$ cat src/rtl/axil_reg_slave_if.sv
// ============================================================================
//  Module   : axil_reg_slave_if
//  Brief    : AXI4-Lite port group (AW/W/B/AR/R) with master and slave views.
//  Revision : 1.0 - initial release
// ============================================================================
`default_nettype none

interface axil_reg_slave_if #(
    parameter int ADDR_WIDTH = 32,
    parameter int DATA_WIDTH = 32
);
    localparam int c_BYTES = DATA_WIDTH / 8;

    logic [ADDR_WIDTH-1:0] awaddr;
    logic                  awvalid;
    logic                  awready;
    logic [DATA_WIDTH-1:0] wdata;
    logic [c_BYTES-1:0]    wstrb;
    logic                  wvalid;
    logic                  wready;
    logic [1:0]            bresp;
    logic                  bvalid;
    logic                  bready;
    logic [ADDR_WIDTH-1:0] araddr;
    logic                  arvalid;
    logic                  arready;
    logic [DATA_WIDTH-1:0] rdata;
    logic [1:0]            rresp;
    logic                  rvalid;
    logic                  rready;

    modport master (
        output awaddr, awvalid, wdata, wstrb, wvalid, bready, araddr, arvalid, rready,
        input  awready, wready, bresp, bvalid, arready, rdata, rresp, rvalid
    );

    modport slave (
        input  awaddr, awvalid, wdata, wstrb, wvalid, bready, araddr, arvalid, rready,
        output awready, wready, bresp, bvalid, arready, rdata, rresp, rvalid
    );
endinterface

`default_nettype wire

$ cat src/rtl/axil_reg_slave.sv
// ============================================================================
//  Module   : axil_reg_slave
//  Brief    : AXI4-Lite responder terminating into NUM_REGS read/write
//             registers with per-register write strobes.
//             Define AXIL_REG_SLAVE_WSTRB_EN to honour byte-lane write strobes.
//  Revision : 1.0 - initial release
// ============================================================================
`default_nettype none

module axil_reg_slave #(
    parameter int ADDR_WIDTH = 32,
    parameter int DATA_WIDTH = 32,
    parameter int NUM_REGS   = 16
) (
    input  logic                           clk,
    input  logic                           rst,
    axil_reg_slave_if.slave                s_axi,
    output logic [NUM_REGS*DATA_WIDTH-1:0] reg_q,
    output logic [NUM_REGS-1:0]            reg_wr_stb
);
    localparam int                    c_BYTES       = DATA_WIDTH / 8;
    localparam int                    c_LSB         = $clog2(c_BYTES);
    localparam int                    c_IDXW        = $clog2(NUM_REGS);
    localparam logic [ADDR_WIDTH-1:0] c_ADDR_LIMIT  = ADDR_WIDTH'(NUM_REGS * c_BYTES);
    localparam logic [1:0]            c_RESP_OKAY   = 2'b00;
    localparam logic [1:0]            c_RESP_SLVERR = 2'b10;

    logic                  r_aw_held;
    logic                  r_aw_oor;
    logic [c_IDXW-1:0]     r_aw_idx;
    logic                  r_w_held;
    logic [DATA_WIDTH-1:0] r_w_data;
    logic                  r_awready;
    logic                  r_wready;
    logic                  r_bvalid;
    logic [1:0]            r_bresp;
    logic                  r_arready;
    logic                  r_rvalid;
    logic [1:0]            r_rresp;
    logic [DATA_WIDTH-1:0] r_rdata;
    logic [NUM_REGS-1:0]   r_wr_stb;
    logic [DATA_WIDTH-1:0] r_regs [NUM_REGS];

    logic                  w_aw_hs;
    logic                  w_w_hs;
    logic                  w_b_hs;
    logic                  w_commit;
    logic                  w_aw_held_nxt;
    logic                  w_w_held_nxt;
    logic                  w_bvalid_nxt;
    logic [NUM_REGS-1:0]   w_wr_sel;
    logic [c_BYTES-1:0]    w_byte_en;
    logic                  w_ar_hs;
    logic                  w_ar_oor;
    logic [c_IDXW-1:0]     w_ar_idx;
    logic                  w_rvalid_nxt;

    assign w_aw_hs  = s_axi.awvalid & r_awready;
    assign w_w_hs   = s_axi.wvalid & r_wready;
    assign w_b_hs   = r_bvalid & s_axi.bready;
    // Held AW/W stay latched through the response so commit fires exactly once.
    assign w_commit = r_aw_held & r_w_held & ~r_bvalid;

    assign w_aw_held_nxt = r_aw_held ? ~w_b_hs : w_aw_hs;
    assign w_w_held_nxt  = r_w_held  ? ~w_b_hs : w_w_hs;
    assign w_bvalid_nxt  = r_bvalid  ? ~s_axi.bready : w_commit;
    assign w_wr_sel      = (w_commit & ~r_aw_oor) ? (NUM_REGS'(1) << r_aw_idx) : '0;

    assign w_ar_hs      = s_axi.arvalid & r_arready;
    assign w_ar_idx     = s_axi.araddr[c_LSB +: c_IDXW];
    assign w_ar_oor     = (s_axi.araddr >= c_ADDR_LIMIT);
    assign w_rvalid_nxt = r_rvalid ? ~s_axi.rready : w_ar_hs;

`ifdef AXIL_REG_SLAVE_WSTRB_EN
    logic [c_BYTES-1:0] r_w_strb;

    always_ff @(posedge clk or posedge rst) begin
        if (rst) begin
            r_w_strb <= '0;
        end else if (w_w_hs) begin
            r_w_strb <= s_axi.wstrb;
        end
    end

    assign w_byte_en = r_w_strb;
`else
    logic w_unused_wstrb;

    assign w_unused_wstrb = ^s_axi.wstrb;
    assign w_byte_en      = '1;
`endif

    always_ff @(posedge clk or posedge rst) begin
        if (rst) begin
            r_aw_held <= 1'b0;
            r_aw_oor  <= 1'b0;
            r_aw_idx  <= '0;
            r_w_held  <= 1'b0;
            r_w_data  <= '0;
            r_awready <= 1'b0;
            r_wready  <= 1'b0;
            r_bvalid  <= 1'b0;
            r_bresp   <= c_RESP_OKAY;
            r_wr_stb  <= '0;
        end else begin
            r_aw_held <= w_aw_held_nxt;
            r_w_held  <= w_w_held_nxt;
            r_bvalid  <= w_bvalid_nxt;
            // Readies look at next-state so they drop on the accepting edge.
            r_awready <= ~w_aw_held_nxt & ~w_bvalid_nxt;
            r_wready  <= ~w_w_held_nxt & ~w_bvalid_nxt;
            r_wr_stb  <= w_wr_sel;
            if (w_aw_hs) begin
                r_aw_idx <= s_axi.awaddr[c_LSB +: c_IDXW];
                r_aw_oor <= (s_axi.awaddr >= c_ADDR_LIMIT);
            end
            if (w_w_hs) begin
                r_w_data <= s_axi.wdata;
            end
            if (w_commit) begin
                r_bresp <= r_aw_oor ? c_RESP_SLVERR : c_RESP_OKAY;
            end
        end
    end

    for (genvar gi = 0; gi < NUM_REGS; gi++) begin : g_reg
        always_ff @(posedge clk or posedge rst) begin
            if (rst) begin
                r_regs[gi] <= '0;
            end else if (w_wr_sel[gi]) begin
                for (int b = 0; b < c_BYTES; b++) begin
                    if (w_byte_en[b]) begin
                        r_regs[gi][b*8 +: 8] <= r_w_data[b*8 +: 8];
                    end
                end
            end
        end

        assign reg_q[gi*DATA_WIDTH +: DATA_WIDTH] = r_regs[gi];
    end

    always_ff @(posedge clk or posedge rst) begin
        if (rst) begin
            r_arready <= 1'b0;
            r_rvalid  <= 1'b0;
            r_rresp   <= c_RESP_OKAY;
            r_rdata   <= '0;
        end else begin
            r_rvalid  <= w_rvalid_nxt;
            r_arready <= ~w_rvalid_nxt;
            if (w_ar_hs) begin
                r_rdata <= w_ar_oor ? '0 : r_regs[w_ar_idx];
                r_rresp <= w_ar_oor ? c_RESP_SLVERR : c_RESP_OKAY;
            end
        end
    end

    assign s_axi.awready = r_awready;
    assign s_axi.wready  = r_wready;
    assign s_axi.bvalid  = r_bvalid;
    assign s_axi.bresp   = r_bresp;
    assign s_axi.arready = r_arready;
    assign s_axi.rvalid  = r_rvalid;
    assign s_axi.rresp   = r_rresp;
    assign s_axi.rdata   = r_rdata;
    assign reg_wr_stb    = r_wr_stb;

endmodule

`default_nettype wire

$ cat src/flat_wrapper.sv
// flat-port wrapper written by rule: the top's interface ports become plain ports
module axil_reg_slave_flat 
#(
    parameter int ADDR_WIDTH = 32,
    parameter int DATA_WIDTH = 32,
    parameter int NUM_REGS   = 16
)
  (clk, rst, reg_q, reg_wr_stb, s_axi_awaddr, s_axi_awvalid, s_axi_wdata, s_axi_wstrb, s_axi_wvalid, s_axi_bready, s_axi_araddr, s_axi_arvalid, s_axi_rready, s_axi_awready, s_axi_wready, s_axi_bresp, s_axi_bvalid, s_axi_arready, s_axi_rdata, s_axi_rresp, s_axi_rvalid);
  axil_reg_slave_if #(.ADDR_WIDTH(ADDR_WIDTH), .DATA_WIDTH(DATA_WIDTH)) s_axi_i ();
  input  logic clk;
  input  logic rst;
  output logic [NUM_REGS*DATA_WIDTH-1:0] reg_q;
  output logic [NUM_REGS-1:0] reg_wr_stb;
  input wire logic [$bits(s_axi_i.awaddr)-1:0] s_axi_awaddr;
  input wire logic [$bits(s_axi_i.awvalid)-1:0] s_axi_awvalid;
  input wire logic [$bits(s_axi_i.wdata)-1:0] s_axi_wdata;
  input wire logic [$bits(s_axi_i.wstrb)-1:0] s_axi_wstrb;
  input wire logic [$bits(s_axi_i.wvalid)-1:0] s_axi_wvalid;
  input wire logic [$bits(s_axi_i.bready)-1:0] s_axi_bready;
  input wire logic [$bits(s_axi_i.araddr)-1:0] s_axi_araddr;
  input wire logic [$bits(s_axi_i.arvalid)-1:0] s_axi_arvalid;
  input wire logic [$bits(s_axi_i.rready)-1:0] s_axi_rready;
  output wire logic [$bits(s_axi_i.awready)-1:0] s_axi_awready;
  output wire logic [$bits(s_axi_i.wready)-1:0] s_axi_wready;
  output wire logic [$bits(s_axi_i.bresp)-1:0] s_axi_bresp;
  output wire logic [$bits(s_axi_i.bvalid)-1:0] s_axi_bvalid;
  output wire logic [$bits(s_axi_i.arready)-1:0] s_axi_arready;
  output wire logic [$bits(s_axi_i.rdata)-1:0] s_axi_rdata;
  output wire logic [$bits(s_axi_i.rresp)-1:0] s_axi_rresp;
  output wire logic [$bits(s_axi_i.rvalid)-1:0] s_axi_rvalid;
  assign s_axi_i.awaddr = s_axi_awaddr;
  assign s_axi_i.awvalid = s_axi_awvalid;
  assign s_axi_i.wdata = s_axi_wdata;
  assign s_axi_i.wstrb = s_axi_wstrb;
  assign s_axi_i.wvalid = s_axi_wvalid;
  assign s_axi_i.bready = s_axi_bready;
  assign s_axi_i.araddr = s_axi_araddr;
  assign s_axi_i.arvalid = s_axi_arvalid;
  assign s_axi_i.rready = s_axi_rready;
  assign s_axi_awready = s_axi_i.awready;
  assign s_axi_wready = s_axi_i.wready;
  assign s_axi_bresp = s_axi_i.bresp;
  assign s_axi_bvalid = s_axi_i.bvalid;
  assign s_axi_arready = s_axi_i.arready;
  assign s_axi_rdata = s_axi_i.rdata;
  assign s_axi_rresp = s_axi_i.rresp;
  assign s_axi_rvalid = s_axi_i.rvalid;
  axil_reg_slave #(.ADDR_WIDTH(ADDR_WIDTH), .DATA_WIDTH(DATA_WIDTH), .NUM_REGS(NUM_REGS)) u_core (.clk(clk), .rst(rst), .s_axi(s_axi_i), .reg_q(reg_q), .reg_wr_stb(reg_wr_stb));
endmodule
$ cat config.mk
export PLATFORM = sky130hd
export DESIGN_NAME = axil_reg_slave_flat
export DESIGN_NICKNAME = d
export VERILOG_FILES = /design/src/rtl/axil_reg_slave_if.sv /design/src/rtl/axil_reg_slave.sv /design/src/flat_wrapper.sv
export SDC_FILE = /design/constraint.sdc
export NUM_CORES = 1
export LEC_CHECK = 0
export BUFFER_PORTS_ARGS = -buffer_cell sky130_fd_sc_hd__buf_2
export CAP_MARGIN = 20
export CORE_AREA = 2 2 260 262
export DETAILED_ROUTE_END_ITERATION = 10
export DIE_AREA = 0 0 262 264
export GPL_TIMING_DRIVEN = 1
export PLACE_DENSITY = 0.66
export SYNTH_ARGS = -nofsm -noshare
export SYNTH_HDL_FRONTEND = slang
export SYNTH_SLANG_ARGS = --single-unit
$ cat constraint.sdc
create_clock -name clk -period 49.5 [get_ports clk]
set_input_delay 12.375 -clock clk [delete_from_list [all_inputs] [get_ports clk]]
set_output_delay 12.375 -clock clk [all_outputs]
set_load 0.05 [all_outputs]
; ---- Word-level counts from Yosys, hierarchy flattened
; Index checks and enable logic that the tools add are counted.
; Widths: inputs -> output; s select.
[word_totals]
regBits = 608
elab_cells = 64
in_bits = 107
[classes]
n_shift = 1
muxes = 11
n_bitwise = 19
n_lt_le_gt_ge = 3
[ops]
columns = cell, n
row1 = $bmux 32 s4, 1
row2 = $mux 32, 3
row3 = $ge 32x7->1 const B, 2
row4 = $mux 16, 1
row5 = $shl 1x4->16 const A, 1
row6 = $and 1x1->1, 9
row7 = $not 1->1, 9
row8 = $ge 5x5->1 const B, 1
row9 = $not 4->5, 1
row10 = $mux 1, 4
row11 = $mux 2, 2

; ---- Logic depth before layout (Yosys ltp)
; Gate-level depths: netlist of the first run.
[depth]
word_depth = 5
depth_mapped = 8
ltp_nobuf = 4

; ---- Least setup slack after synthesis of the first run
; OpenSTA, ideal clock, no wires.
[synth_timing]
path_kind = input-to-reg
from = input port s_axi_araddr[23]
to = register u_core.r_rdata[0] (netlist: u_core.s_axi.rdata[0])
t_required_ns = 49.408
t_arrival_ns = 14.268
slack_ns = 35.141
stages = 6
path_buffers = 2
path_cell_list = or4_1 -> or4_1 -> or4_1 -> buf_6 -> buf_6 -> o31ai_2
[synth_via]
elab_chain_cells = 2
[synth_lines]
columns = item, line_no
row1 = from (decl), flat_wrapper.sv:20  ; input wire logic [$bits(s_axi_i.araddr)-1:0] s_axi_araddr;
row2 = $ge 32x7->1, axil_reg_slave.sv:71  ; assign w_ar_oor = (s_axi.araddr >= c_ADDR_LIMIT);
row3 = $mux 32, axil_reg_slave.sv:152  ; r_rdata <= w_ar_oor ? '0 : r_regs[w_ar_idx];
row4 = to (signal assigned), axil_reg_slave.sv:152
row5 = to (decl), axil_reg_slave.sv:40  ; logic [DATA_WIDTH-1:0] r_rdata;
; No other way between the ends.
; A chain may end at the register's enable or synchronous reset.

==> results of run 1 <==
[synth_stat cells, types with 3 or more instances]
master      n
nand3_1     5
a211oi_1   32
buf_1      41
nand2_1    50
clkbuf_1   94
nor3_1     37
mux4_2     64
inv_1      18
nor4_1     12
dfrtp_1   606
o22ai_1    32
mux2i_1   129
o21ai_0    35
o31ai_2    29
buf_2      10
nor2_1     36
nor2b_1    36
or4_1       3
o31ai_1     3
mux2_2    549
[sequential cells by signal, summed over array words and instances (netlist names)]
signal,flops
u_core.s_axi.bvalid,1
u_core.s_axi.rdata,32
u_core.s_axi.wready,1
u_core.s_axi.rresp,1
u_core.r_aw_held,1
u_core.r_w_data,32
u_core.r_aw_idx,4
u_core.s_axi.bresp,1
u_core.reg_wr_stb,16
u_core.s_axi.awready,1
u_core.s_axi.rvalid,1
u_core.reg_q,512
u_core.s_axi.arready,1
u_core.r_w_held,1
u_core.r_aw_oor,1
[per-layer routing]
metal | wire length [um] | global-route usage [%]
met1 | 37700 | 34.0
met2 | 45800 | 44.1
met3 | 7640 | 7.56
met4 | 3170 | 9.53
met5 | 30 | 0
[power by group through the flow]
stage	Clock, mW	Combinational, mW	Sequential, mW
after floorplan	0	0.104	0.653
after global placement	0	0.211	0.623
after detailed placement	0	0.214	0.629
after CTS	0.519	0.214	0.621
after global routing	0.539	0.224	0.631
final	0.509	0.213	0.623
[stage by stage]
stage          setup WS [ns]  hold slack (ns)  total power [mW]
6_report               34.81            0.482              1.35
5_1_grt                34.35            0.509              1.39
4_1_cts                34.48            0.483              1.35
3_5_place_dp           33.81            0.468             0.843
3_3_place_gp           33.97            0.462             0.835
2_1_floorplan          20.16            0.496             0.757
[cell families after synthesis]
logic type,after synthesis,share of synthesized area [%]
compound gates,134,3.83
buf+inv,169,2.59
flops,606,56.8
mux,742,33.4
other cells,1,0.0140
simple gates,186,3.41
[path summary, 6_finish.rpt]
path / cells after the start / to
max: 6 / u_core.reg_q[76]
min: 2 / u_core.s_axi.rdata[11]
max reg2reg: 5 / u_core.reg_q[164]
min reg2reg: 2 / u_core.s_axi.rdata[11]
max in group clk: 7 / u_core.s_axi.rdata[3]
min in group asynchronous: 2 / u_core.s_axi.arready
[worst reg2reg max path: stages (launching register included)]
cell and delay, ns:
dfrtp_1 0.42, nand4bb_1 0.30, or3_1 0.52, nor2_4 0.79
buf_4 0.51, mux2_2 0.40
[layout make-up]
cell class | count | area [um2] | area share, %
clock inverters | 15 | 219 | 0.660
well taps | 873 | 1090 | 3.29
multi-input cells | 1064 | 10900 | 32.9
repair buffers | 704 | 3660 | 11.0
inverters | 18 | 75.1 | 0.226
clock buffers | 101 | 2040 | 6.14
diodes | 5 | 12.5 | 0.0377
flip-flops and latches | 606 | 15200 | 45.7
==> flow_metrics.tcl, run 1 <==
set metrics [dict create \
    yosys_register_bits 606 \
    synthTopCellsByArea "dfrtp_1, mux2_2, mux4_2, mux2i_1, o31ai_2" \
    syn_avg_cell_area_um2 14.5 \
    cts_setup_buffers 0 \
    initial_core_util_pct 40.1 \
    avgRoutedWirePerCell_um 27.9 \
    grt_pass1_vias 19800 \
    drive_above_1_share_pct 58.7 \
    worstPathCellList "buf_2 -> inv_8 -> buf_4 -> buf_4 -> buf_16 -> buf_4" \
    grt_usage_pct 26.9 \
    synth-edff-count 0 \
    hold_viol 0 \
    critPathBufInv 6 \
    max_freq_mhz 68.1 \
    htreeDepth 3 \
    rrSetupSlack_ns 46.43 \
    fin_cells 3386 \
    tightest_slew_ns 1.12 \
    cts_tree "built" \
    power_density_mw_per_mm2 40.5 \
    reg2reg_from "u_core.r_aw_oor" \
    crit_path_end_kind "asynchronous set/reset pin" \
    min_period_over_period_pct 29.7 \
    ctsHoldBuffers 0 \
    relSlewSlack_pct 25.4 \
    layout_commonest_cell "buf_2" \
    min-delay-start "u_core.s_axi.rdata[11]" \
    grt_setup_unrepaired "false" \
    overflow 0 \
    netlist_area_mm2 0.0267 \
    p_int_uw 906 \
    drv_cap 0 \
    grt_max_degree 178 \
    final_cell_mix "buf_2, dfrtp_1, mux2_2" \
    yosys_warnings 0 \
    ant_nets 0 \
    worstSetupPathType "in2async" \
    tns_ns 0 \
    io_buffer_count 667 \
    max-vdd-ir-drop_mv 0.0283 \
    pwr-share-comb_pct 15.9 \
    synth_largest_area_cell "dfrtp_1" \
    design_area_mm2 0.0332 \
    antenna_found_initial 3 \
    ys_seq_area_share_pct 56.8 \
    via_count 19000 \
    ioPinCount 676 \
    first_pass_iters 5 \
    worst_setup_path_start_kind "primary input" \
    grt_pass1_wl_um 136000 \
    max_stage_delay_ns 0.74 \
    ys.flop_type "dfrtp_1" \
    status "completed" \
    root_buffer "clkbuf_16" \
    rows 95 \
    critical_path_arrival_ns 15.34 \
    power_switching_uw 440 \
    core_area_mm2 0.0666 \
    dpl_cell_area_mm2 0.0309 \
    clock_sinks 606 \
    p_leak_nw 18.1 \
    hold_class "reg2reg" \
    clock_latency_ns 0.60 \
    dieArea_mm2 0.0692 \
    hpwlAfterDp_um 62600 \
    crit_top_cell "buf_4" \
    finalSetupViolCount 0 \
    finClkSkew_ns 0.0232 \
    final_core_util_pct 49.9 \
    areaGrowthSynthToFinish_pct 24.3 \
    crit_fanout 103 \
    fillCellCount 5872 \
    synth-async-reset-ratio_pct 100 \
    clk_pin_slew_ns 0.06 \
    gp_congestion 0.881 \
    syn-instance-count 1838 \
    power_frac_seq_pct 46.3 \
    synth_top_area_share_pct 56.8 \
    cts_buffer_depth 3 \
    num-nets-final 2569 \
    fp.dieH_um 264 \
    first_iter_violations 1221 \
    place_inst 3264 \
    crit_family "buffers and inverters" \
    die_x_um 262 \
    power_frac_clock_pct 37.8 \
    cp_slowest_cell "buf_4" \
    cp.required_ns 50.15 \
    fin_crit_ns 14.69 \
    cts-resized-gates 0 \
    maxSlewViolCount 0 \
    drc_errors 0 \
    swShare_pct 32.7 \
    critPathLaunch "rst" \
    numCtsBuffers 68 \
    vias_per_cell 5.61 \
    ys_types 33 \
    wirelength_um 94300 \
]
No activity file was read; power rests on OpenSTA's default activity.
==> run 2: changes to the inputs <==
--- a/config.mk
+++ b/config.mk
@@ -7,9 +7,9 @@
 export LEC_CHECK = 0
 export BUFFER_PORTS_ARGS = -buffer_cell sky130_fd_sc_hd__buf_2
 export CAP_MARGIN = 20
-export CORE_AREA = 2 2 260 262
+export CORE_AREA = 2 2 261 263
 export DETAILED_ROUTE_END_ITERATION = 10
-export DIE_AREA = 0 0 262 264
+export DIE_AREA = 0 0 263 265
 export GPL_TIMING_DRIVEN = 1
 export PLACE_DENSITY = 0.66
 export SYNTH_ARGS = -nofsm -noshare
==> constraint.sdc (replaced) <==
create_clock -name clk -period 14.86 [get_ports clk]
set_input_delay 3.715 -clock clk [delete_from_list [all_inputs] [get_ports clk]]
set_output_delay 3.715 -clock clk [all_outputs]
set_load 0.05 [all_outputs]
==> run 2 against run 1 <==
  * Sequential power rose to 3.3 times the previous value
  * Critical path depth did not move
  * First-iteration DRC count rose by 14%
  * Clock power rose to 3.3 times the previous value
  * Via count barely moved
  * Clock skew rose by 0.0071 ns
  * Final area fell by 0.20%
  * Count of clock-buffer cells in the layout fell by 7
  * Cell count barely moved
  * Sequential cell count did not move
  * Die area rose by 0.76%
  * Core utilization fell by 0.28 points
  * Critical endpoint is now u_core.s_axi.rdata[9]
  * Highest routed layer unchanged
==> flow_metrics.tcl, run 2 (synthesized netlist as in run 1, its figures left out) <==
set metrics [dict create \
    avgRoutedWirePerCell_um 28.2 \
    overflow 0 \
    max_freq_mhz 156 \
    clk_pin_slew_ns 0.06 \
    relSlewSlack_pct 22.5 \
    crit_path_end_kind "register" \
    drv_cap 0 \
    dpl_cell_area_mm2 0.0309 \
    clock_latency_ns 0.61 \
    cts_tree "built" \
    ant_nets 0 \
    max-vdd-ir-drop_mv 0.114 \
    gp_congestion 0.863 \
    power_density_mw_per_mm2 134 \
    critical_path_arrival_ns 6.87 \
    fin_crit_ns 6.42 \
    hold_slack_ns 0.479 \
    crit_fanout 92 \
    finalSetupViolCount 0 \
    finClkSkew_ns 0.0302 \
    areaGrowthSynthToFinish_pct 24.1 \
    core_area_mm2 0.0668 \
    die_x_um 263 \
    min_period_over_period_pct 43.2 \
    cts_setup_buffers 0 \
    antenna_found_initial 5 \
    grt_pass1_wl_um 138000 \
    p_leak_nw 18.1 \
    cp.required_ns 15.31 \
    layout_commonest_cell "buf_2" \
    io_buffer_count 667 \
    seqCellArea_mm2 0.0152 \
    vias_per_cell 5.61 \
    grt_setup_unrepaired "false" \
    design_area_mm2 0.0331 \
    hold_class "reg2reg" \
    drive_above_1_share_pct 58.7 \
    tns_ns 0 \
    fillCellCount 5816 \
    worstSetupPathType "in2reg" \
    via_count 19000 \
    worst_setup_path_start_kind "primary input" \
    grt_pass1_vias 19800 \
    largest_reg_flops 512 \
    status "completed" \
    rows 95 \
    clock_sinks 606 \
    grt_usage_pct 27.1 \
    cts-resized-gates 0 \
    fin_total_pwr_mw 4.45 \
    first_pass_iters 5 \
    initial_core_util_pct 40.0 \
    cts_buffer_depth 3 \
    drc_errors 0 \
    htreeDepth 3 \
    pre_cts_slack_ns 7.87 \
    fp.dieH_um 265 \
    first_iter_violations 1389 \
    tightest_slew_ns 1.16 \
    hold_viol 0 \
    dieArea_mm2 0.0697 \
    ctsHoldBuffers 0 \
    grt_max_degree 186 \
    root_buffer "clkbuf_16" \
    wirelength_um 95500 \
    multi_input_area_mm2 0.0109 \
    hpwlAfterDp_um 63900 \
    final_cell_mix "buf_2, dfrtp_1, mux2_2" \
    numCtsBuffers 68 \
    num-nets-final 2568 \
    maxSlewViolCount 0 \
    ioPinCount 676 \
    setup_ws_ns 8.44 \
]
==> run 2: per-layer routing <==
layer,track usage (%),wire length (um),vias to the layer above
met4,9.82,3110,2
li1,-,-,7978
met1,34.0,38400,10000
met5,0,12,-
met2,44.6,46000,811
met3,7.85,7990,174
==> run 2: critical path, cell delays in order <==
cell and delay (ns):
buf_8 0.55, buf_4 0.69, buf_4 0.85, nor2b_1 0.11, a211oi_1 0.58, o31ai_2 0.12
==> run 2: area by class of cell <==
type | count | share of cell area [%]
flip-flops and latches | 606 | 45.8
multi-input cells | 1064 | 33.0
repair buffers | 703 | 11.1
clock buffers | 94 | 5.80
well taps | 873 | 3.30
clock inverters | 25 | 0.767
inverters | 18 | 0.215
diodes | 2 | 0.0151
==> run 2: final timing paths <==
check / end / cells after the start / slack, ns / startpoint
worst min register to register: u_core.s_axi.rdata[25] / 2 / 0.48 / u_core.s_axi.rdata[25]
worst max register to register: u_core.reg_q[226] / 5 / 11.67 / u_core.r_aw_oor
worst min-delay path: u_core.s_axi.rdata[25] / 2 / 0.48 / u_core.s_axi.rdata[25]
max in group asynchronous: u_core.reg_q[460] / 4 / 9.64 / rst
worst max-delay path: u_core.s_axi.rdata[9] / 6 / 8.44 / s_axi_araddr[2]
min in group asynchronous: u_core.r_w_data[2] / 2 / 3.14 / rst
==> run 2: metrics by stage <==
stage,util [%],std cells
after floorplan,-,1839
after global placement,46.3,3262
after detailed placement,46.3,3262
after CTS,49.5,3381
after global routing,49.6,3385
final,49.6,3385
==> run 2: power by group <==
part | total [mW] | switching (mW) | internal (mW)
sequential | 2.07 | 0.297 | 1.77
clock | 1.66 | 0.699 | 0.961
combinational | 0.717 | 0.493 | 0.225
total | 4.45 | 1.49 | 2.96
==> run 3: changes to the inputs <==
==> constraint.sdc (replaced) <==
create_clock -name clk -period 6 [get_ports clk]
set_input_delay 1.5 -clock clk [delete_from_list [all_inputs] [get_ports clk]]
set_output_delay 1.5 -clock clk [all_outputs]
set_load 0.05 [all_outputs]
==> run 3 against run 2 <==
  * Critical endpoint is now u_core.s_axi.rdata[8]
  * Core utilization grew 0.18 points
  * Combinational power grew 150%
  * Largest power group unchanged
  * Sequential cell count unchanged
==> flow_metrics.tcl, run 3 (synthesized netlist as in run 1, its figures left out) <==
set metrics [dict create \
    maxSlewViolCount 0 \
    cts_tree "built" \
    grt_usage_pct 26.6 \
    final_cell_mix "buf_2, dfrtp_1, mux2_2" \
    die_x_um 263 \
    gp_congestion 0.880 \
    antenna_found_initial 5 \
    worstSetupPathType "in2reg" \
    critical_path_arrival_ns 4.14 \
    worst_setup_path_start_kind "primary input" \
    clock_latency_ns 0.61 \
    via_count 19000 \
    power_density_mw_per_mm2 335 \
    max_stage_delay_ns 0.69 \
    avgRoutedWirePerCell_um 27.8 \
    fin_crit_ns 3.63 \
    wirelength_um 94500 \
    fin_cells 3395 \
    layout_commonest_cell "buf_2" \
    vias_per_cell 5.61 \
    areaGrowthSynthToFinish_pct 24.5 \
    num-nets-final 2574 \
    first_iter_violations 1379 \
    cp_slowest_cell "or4_2" \
    grt_pass1_vias 19800 \
    cts_setup_buffers 0 \
    first_pass_iters 5 \
    ioPinCount 676 \
    cp.required_ns 6.51 \
    fp.dieH_um 265 \
    initial_core_util_pct 40.0 \
    root_buffer "clkbuf_16" \
    clock_sinks 606 \
    drv_cap 0 \
    finalSetupViolCount 0 \
    htreeDepth 3 \
    hold_class "reg2reg" \
    crit_path_end_kind "register" \
    drc_errors 0 \
    relSlewSlack_pct 31.5 \
    core_area_mm2 0.0668 \
    dieArea_mm2 0.0697 \
    grt_pass1_wl_um 137000 \
    max-vdd-ir-drop_mv 0.265 \
    io_buffer_count 667 \
    worstPathCellList "buf_2 -> or4_1 -> or4_1 -> or4_2 -> buf_4 -> o31ai_2" \
    tightest_slew_ns 1.03 \
    crit_top_cell "or4_1" \
    cts_buffer_depth 3 \
    grt_setup_unrepaired "false" \
    largest_reg_flops 512 \
    min_period_over_period_pct 60.5 \
    hold_viol 0 \
    dpl_cell_area_mm2 0.0310 \
    status "completed" \
    fillCellCount 5845 \
    finClkSkew_ns 0.0299 \
    cts-resized-gates 0 \
    drive_above_1_share_pct 58.8 \
    numCtsBuffers 69 \
    max_freq_mhz 275 \
    place_inst 3269 \
    grt_max_degree 163 \
    hpwlAfterDp_um 64100 \
    p_leak_nw 18.1 \
    crit_fanout 33 \
    rows 95 \
    overflow 0 \
    design_area_mm2 0.0333 \
    clk_pin_slew_ns 0.06 \
    ant_nets 0 \
    ctsHoldBuffers 0 \
]
==> run 3: cell types whose count changed in the layout (fill, tap and decap cells not counted), moves of 2 or more <==
cell        before  now
clkbuf_8        10   20
buf_4           33   39
clkinv_2        11    7
clkinvlp_4       5    2
buf_16           2    0
clkbuf_1        15   17
inv_6            3    5
==> run 3: stage by stage <==
| step | setup TNS, ns | hold WS [ns] | worst slack, ns | power (mW) | util, % |
|---|---|---|---|---|---|
| finish | 0 | 0.475 | 2.37 | 11.1 | 49.8 |
| global placement | 0 | 0.466 | 1.81 | 6.88 | 46.4 |
| detailed placement | 0 | 0.466 | 1.79 | 6.95 | 46.4 |
| CTS | 0 | 0.478 | 2.43 | 11.2 | 49.8 |
| global route | 0 | 0.504 | 2.35 | 11.5 | 49.8 |
| floorplan | -2282.89 | 0.496 | -3.77 | 6.24 | - |
==> run 3: layout make-up <==
cell class / count / area [um2] / area share (%)
inverters: 18 / 71.3 / 0.214
flip-flops and latches: 606 / 15200 / 45.6
multi-input cells: 1064 / 10900 / 32.9
well taps: 873 / 1090 / 3.28
clock buffers: 106 / 2070 / 6.21
clock inverters: 19 / 221 / 0.666
repair buffers: 708 / 3700 / 11.1
diodes: 1 / 2.50 / 0.00753
==> run 3: report_power, final <==
part	switching [mW]	total [mW]	internal (mW)
clock network	1.75	4.23	2.48
registers	0.733	5.13	4.40
logic	1.21	1.77	0.557
total	3.69	11.1	7.43
==> run 3: path summary, 6_finish.rpt <==
check	from	endpoint	slack, ns	depth (start not counted)
worst min-delay path	u_core.s_axi.rdata[21]	u_core.s_axi.rdata[21]	0.47	2
worst max-delay path	s_axi_araddr[23]	u_core.s_axi.rdata[8]	2.37	6
worst min register to register	u_core.s_axi.rdata[21]	u_core.s_axi.rdata[21]	0.47	2
worst max register to register	u_core.r_aw_oor	u_core.reg_q[254]	2.77	5
max in group asynchronous	rst	u_core.reg_q[159]	3.34	4
min in group asynchronous	rst	u_core.s_axi.arready	1.08	2
==> run 3: per-layer routing <==
metal	global-route usage [%]	vias to the layer above	part of all wire, %
met4	10.9	2	3.7
li1	-	7991	-
met3	7.17	189	8.1
met2	43.5	823	48
met5	0	-	0.0095
met1	33.7	10000	40
==> run 3: worst max-delay path: cells and delay by family <==
family	cells	cell delay, ns
AOI/OAI and AO/OA	1	0.34
and+or+nand+nor	3	1.77
buffers and inverters	2	0.48
